**src/rtl/regfile_dump_ctrl.sv**
```systemverilog
// Debug register-file dump sequencer: walks x0..x(NUM_REGS-1) and streams each word
// as little-endian bytes. Optional trailing XOR checksum byte under REGDUMP_CHECKSUM_EN.
module regfile_dump_ctrl #(
    parameter int NUM_REGS   = 32,
    parameter int DATA_WIDTH = 32
) (
    input  logic                  clk,
    input  logic                  rst_n,
    input  logic                  start_i,
    input  logic                  abort_i,
    output logic [4:0]            dbg_addr_o,
    input  logic [DATA_WIDTH-1:0] dbg_data_i,
    output logic                  tx_valid_o,
    output logic [7:0]            tx_data_o,
    input  logic                  tx_ready_i,
    output logic                  halt_req_o,
    output logic                  busy_o,
    output logic                  done_o
);

    localparam int BYTES = DATA_WIDTH / 8;
    localparam int BCW   = (BYTES > 1) ? $clog2(BYTES) : 1;

`ifdef REGDUMP_CHECKSUM_EN
    typedef enum logic [2:0] {S_IDLE, S_LATCH, S_SEND, S_CSUM, S_DONE} state_t;
`else
    typedef enum logic [2:0] {S_IDLE, S_LATCH, S_SEND, S_DONE} state_t;
`endif

    state_t                  state_q, state_d;
    logic [4:0]              reg_idx_q;
    logic [DATA_WIDTH-1:0]   word_q;
    logic [BCW-1:0]          byte_cnt_q;
    logic                    last_byte, last_reg;
`ifdef REGDUMP_CHECKSUM_EN
    logic [7:0]              csum_q;
`endif

    assign last_byte = (byte_cnt_q == BCW'(BYTES - 1));
    assign last_reg  = (reg_idx_q == 5'(NUM_REGS - 1));

    // NOTE: sequential state uses non-blocking assignments so every flop samples pre-edge values.
    always_ff @(posedge clk or negedge rst_n) begin
        if (!rst_n) begin
            state_q <= S_IDLE;
        end else begin
            state_q <= state_d;
        end
    end

    // NOTE: state_d gets a default first so no path through the case infers a latch.
    always_comb begin
        state_d = state_q;
        unique case (state_q)
            S_IDLE:  if (start_i) state_d = S_LATCH;
            S_LATCH: state_d = S_SEND;
            S_SEND: begin
                if (tx_ready_i && last_byte) begin
`ifdef REGDUMP_CHECKSUM_EN
                    state_d = last_reg ? S_CSUM : S_LATCH;
`else
                    state_d = last_reg ? S_DONE : S_LATCH;
`endif
                end
            end
`ifdef REGDUMP_CHECKSUM_EN
            S_CSUM:  if (tx_ready_i) state_d = S_DONE;
`endif
            S_DONE:  state_d = S_IDLE;
            default: state_d = S_IDLE;
        endcase
        // Abort outranks every transition once a dump is under way.
        if (state_q != S_IDLE && abort_i) state_d = S_IDLE;
    end

    always_ff @(posedge clk or negedge rst_n) begin
        if (!rst_n) begin
            reg_idx_q  <= '0;
            word_q     <= '0;
            byte_cnt_q <= '0;
`ifdef REGDUMP_CHECKSUM_EN
            csum_q     <= '0;
`endif
        end else begin
            unique case (state_q)
                S_IDLE: begin
                    if (start_i) begin
                        reg_idx_q <= '0;
`ifdef REGDUMP_CHECKSUM_EN
                        csum_q    <= '0;
`endif
                    end
                end
                S_LATCH: begin
                    word_q     <= dbg_data_i;
                    byte_cnt_q <= '0;
                end
                S_SEND: begin
                    if (tx_ready_i) begin
                        word_q     <= word_q >> 8;
                        byte_cnt_q <= BCW'(byte_cnt_q + 1'b1);
`ifdef REGDUMP_CHECKSUM_EN
                        csum_q     <= csum_q ^ word_q[7:0];
`endif
                        if (last_byte && !last_reg) reg_idx_q <= reg_idx_q + 5'd1;
                    end
                end
                S_DONE:  reg_idx_q <= '0;
                default: ;
            endcase
            if (state_q != S_IDLE && abort_i) reg_idx_q <= '0;
        end
    end

    // Outputs decode registers only; the index register drives the read port directly.
    always_comb begin
        dbg_addr_o = reg_idx_q;
        tx_valid_o = 1'b0;
        tx_data_o  = 8'h00;
        busy_o     = (state_q != S_IDLE);
        halt_req_o = (state_q != S_IDLE);
        done_o     = (state_q == S_DONE);
        if (state_q == S_SEND) begin
            tx_valid_o = 1'b1;
            tx_data_o  = word_q[7:0];
        end
`ifdef REGDUMP_CHECKSUM_EN
        if (state_q == S_CSUM) begin
            tx_valid_o = 1'b1;
            tx_data_o  = csum_q;
        end
`endif
    end

endmodule

```
**config.mk**
```make
export PLATFORM = sky130hd
export DESIGN_NAME = regfile_dump_ctrl
export DESIGN_NICKNAME = d
export VERILOG_FILES = /design/src/rtl/regfile_dump_ctrl.sv
export SDC_FILE = /design/constraint.sdc
export NUM_CORES = 1
export LEC_CHECK = 0
export ABC_AREA = 1
export CAP_MARGIN = 20
export CORE_ASPECT_RATIO = 1.1
export CORE_MARGIN = 4
export CORE_UTILIZATION = 30
export DETAILED_ROUTE_END_ITERATION = 7
export PLACE_DENSITY = 0.5
export SYNTH_ARGS = -nofsm -noshare
export SYNTH_HDL_FRONTEND = slang
export SYNTH_SLANG_ARGS = --single-unit
```
**constraint.sdc**
```tcl
create_clock -name clk -period 2.2 [get_ports clk]
set_input_delay 0.22 -clock clk [delete_from_list [all_inputs] [get_ports clk]]
set_output_delay 0.22 -clock clk [all_outputs]
set_load 0.02 [all_outputs]
```
==> results by group <==
Timing
  • # setup viols final: 0
  • Setup TNS: 0 ps
  • Worst slew pin tran: approximately 530 ps
  • Rel. slew slack: 64.6%
  • Final hold vios: 0
  • Post-route worst setup slack: approximately 110 ps
  • Min Tclk post-route: between 2000 and 2500 ps
  • Skew final: approximately 7.5 ps
  • Final Cycle Share: between 90 and 100%
  • Max Clock Freq: approximately 480 MHz
  • Unrepaired setup endpoints after global routing: no
  • Final Max Slew Viols: 0

Placed design
  • Pre-CTS WS: just under 300 ps
  • Placed Area: approximately 2700 µm²
  • Hpwl dp: ~3300 µm
  • Buffers on Ports: 53
  • Gpl congestion: approximately 0.74

Critical path
  • CP Capture Type: primary output
  • CP max stage cell: clkdlybuf4s50_1
  • Worst Path Required: 1980 ps
  • Crit-path max FO: 21
  • Critical Path Max Stage Delay: approximately 630 ps
  • Crit path from: state_q[0]
  • R2R Path Start: state_q[0]
  • RR Endpoint: word_q[11]
  • CP Launch Type: flop
  • Cell family with most CP delay: buffers and inverters
  • Crit path cell chain: inv_2 > ha_2 > buf_12 > clkdlybuf4s50_1
  • WS Path Type: reg -> out
  • Flop2flop setup slack: ~430 ps
  • Arrival time at the worst endpoint: between 1500 and 2000 ps
  • R2R depth: 9
  • WP buf/inv: 3

Global routing
  • Largest net degree at the start of global routing: between 40 and 50
  • Global-route wire length before repair: approximately 8500 µm
  • GRT Util Overall: 13.1%
  • Remaining Overflow, GRT: 0
  • Vias in the first global route: between 1500 and 2000
  • Initial antenna violation count: 0

Power and ir drop
  • Total Power: 3.75 mW
  • Worst IR Drop VDD: around 0.6 mV
  • Power density over the cells: about 1300 nW/µm²
  • Leakage: 1.43 nW

Route
  • Vias: between 1500 and 2000
  • WL final: about 4900 µm
  • Via density: 4.53
  • Post-route ant nets: 0
  • DRC: 0
  • 1st-iter DRT viols: 74
  • DR WL/cell: 12.3 µm
  • Drt pass-1 iters: 4

Cells and area
  • Fraction of layout cells with a size suffix above 1: under 10%
  • Area grow syn2layout: 37.4%
  • # fillers: between 600 and 700
  • Antenna diode count: 0
  • Nets@finish: about 360
  • Fin area: roughly 2800 µm²

Floorplan
  • I/O pin count: 54
  • Die width: 87.0 µm
  • Die height: around 95 µm
  • Std-Cell Rows: 31
  • Core ar.: 6630 µm²
  • Starting Density: 31.1%
  • Die footprint: between 8000 and 9000 µm²

Synthesis
  • Post-synth top area cell: dfrtp_1
  • Post-synthesis sequential area ratio: between 40% and 50%
  • Distinct cells, synth: 19
  • #FFs+latches synth: around 40
  • Avg Inst Size Synth: between 7 and 8 µm²
  • Syn Inst Count: between 200 and 300
  • Synthesized area: between 2000 and 2500 µm²
  • Syn_nets: between 300 and 400
  • Post-synth top area share: 49.8%
  • Synth area leaders: dfrtp_1 50%, nand2_1 16%, a31oi_1 7.3%
  • Syn. warnings: 0

Clocking
  • Reg clk slew, reported paths: roughly 80 ps
  • CTS tree: built
  • CTS H-Tree Depth: 2
  • CTS sink cnt: 41
  • CTS buffer count: 5
  • Worst-Skew Late Latency: ~300 ps
  • Post-CTS Setup Bufs: 0
  • Clock Path Buffers: 2
  • Root Driver: clkbuf_8

Run
  • Max cap viols: 0

Run status
  • Status: finished, final reports clean

Min path
  • Hold path endpoint: word_q[25]
  • Worst Hold Launch: dbg_data_i[25]
  • WHS Path Cells: 3
  • Hold Path Class: in -> reg
-- placed cells by master, fill, tap and decap left out, drive strengths merged --
cell           synthesis  routed
nand2                 92      92
clkdlybuf4s50          0      44
dfrtp                 41      41
nor2                  33      33
a31oi                 24      24
nand3                 22      22
inv                   15      15
buf                   11       9
ha                     7       7
clkbuf                 4       6
o21ai                  5       5
dlymetal6s2s           0       5
a21oi                  4       4
dlygate4sd2            0       3
or2                    2       2
clkinv                 0       2
a22oi                  1       1
nand4                  1       1
bufbuf                 0       1
dlygate4sd3            0       1
-- kinds of logic (layout without fill, tap and decap cells) --
kind of cell | count (synthesis) | count (layout) | synth area share, %
flip-flops | 41 | 41 | 49.8
AND/OR/NAND/NOR | 150 | 150 | 29.6
adder cells (fa/ha/maj) | 7 | 7 | 4.25
buffers and inverters | 30 | 86 | 6.55
AO/OA/AOI/OAI | 34 | 34 | 9.83
-- stage by stage --
step                cells  hold slack, ps  util (%)
floorplan             262           -75.6         -
finish                400             474      42.7
global placement      390             329      40.5
global route          400             479      42.7
detailed placement    390             327      40.5
CTS                   400             465      42.5
-- per-layer routing --
metal / track usage (%) / wire (µm)
met1: 17.0 / 2230
met2: 20.9 / 2380
met3: 3.40 / 252
met4: 5.06 / 68
met5: 0 / 0
-- report_power, final --
| group | internal (mW) | switching [mW] |
|---|---|---|
| Sequential | 1.09 | 0.193 |
| Clock | 0.254 | 0.268 |
| Combinational | 0.808 | 1.13 |
| Total | 2.16 | 1.59 |
-- worst max path at each step --
| stage | end | slack (ps) | cells after the start |
|---|---|---|---|
| finish | tx_valid_o | 110 | 4 |
| detailed placement | tx_data_o[4] | 290 | 6 |
| floorplan | tx_data_o[0] | 500 | 6 |
| global route | tx_valid_o | 20 | 4 |
| global placement | tx_data_o[5] | 320 | 6 |
| CTS | tx_data_o[3] | 2 | 6 |
-- area by class of cell --
cell class                      instances  area (µm²)  area share (%)
Inverter                               15        56.3            1.99
Multi-Input combinational cell        191         903            31.9
Sequential cell                        41        1030            36.2
Tap cell                               82         103            3.62
Timing Repair Buffer                   63         649            22.9
Clock inverter                          2        13.8           0.486
Clock buffer                            6        82.6            2.91
-- synth_stat cells --
master / count
nand3_1: 22
ha_1: 7
nand2_4: 1
dfrtp_1: 41
o21ai_0: 5
or2_2: 2
buf_6: 1
clkbuf_1: 4
nand2_2: 2
nor2_1: 33
inv_1: 12
buf_2: 9
a22oi_1: 1
inv_2: 3
nand2_1: 89
a21oi_1: 4
a31oi_1: 24
nand4_1: 1
buf_4: 1
-- state kept, by name, indices dropped and copies added, names as in the netlist --
register    flops
dbg_addr_o      5
byte_cnt_q      2
word_q         32
state_q         2
-- worst register-to-register path, cell delays in order, from the launching register on --
cell	delay, ps
dfrtp_1	450
inv_2	90
ha_2	220
buf_12	160
inv_2	90
nand2_4	90
nand2_2	80
buf_4	280
nor2_1	80
a31oi_1	160
-- what timing repair did --
item | 4_1_cts | 5_1_grt
hold buffers | 1 | 0
hold endpoints to repair | 8 | 0
gates resized for setup | 4 | 5
setup endpoints to repair | 8 | 5
cloned | 1 | 0
Power figures use the tool's default switching activity.
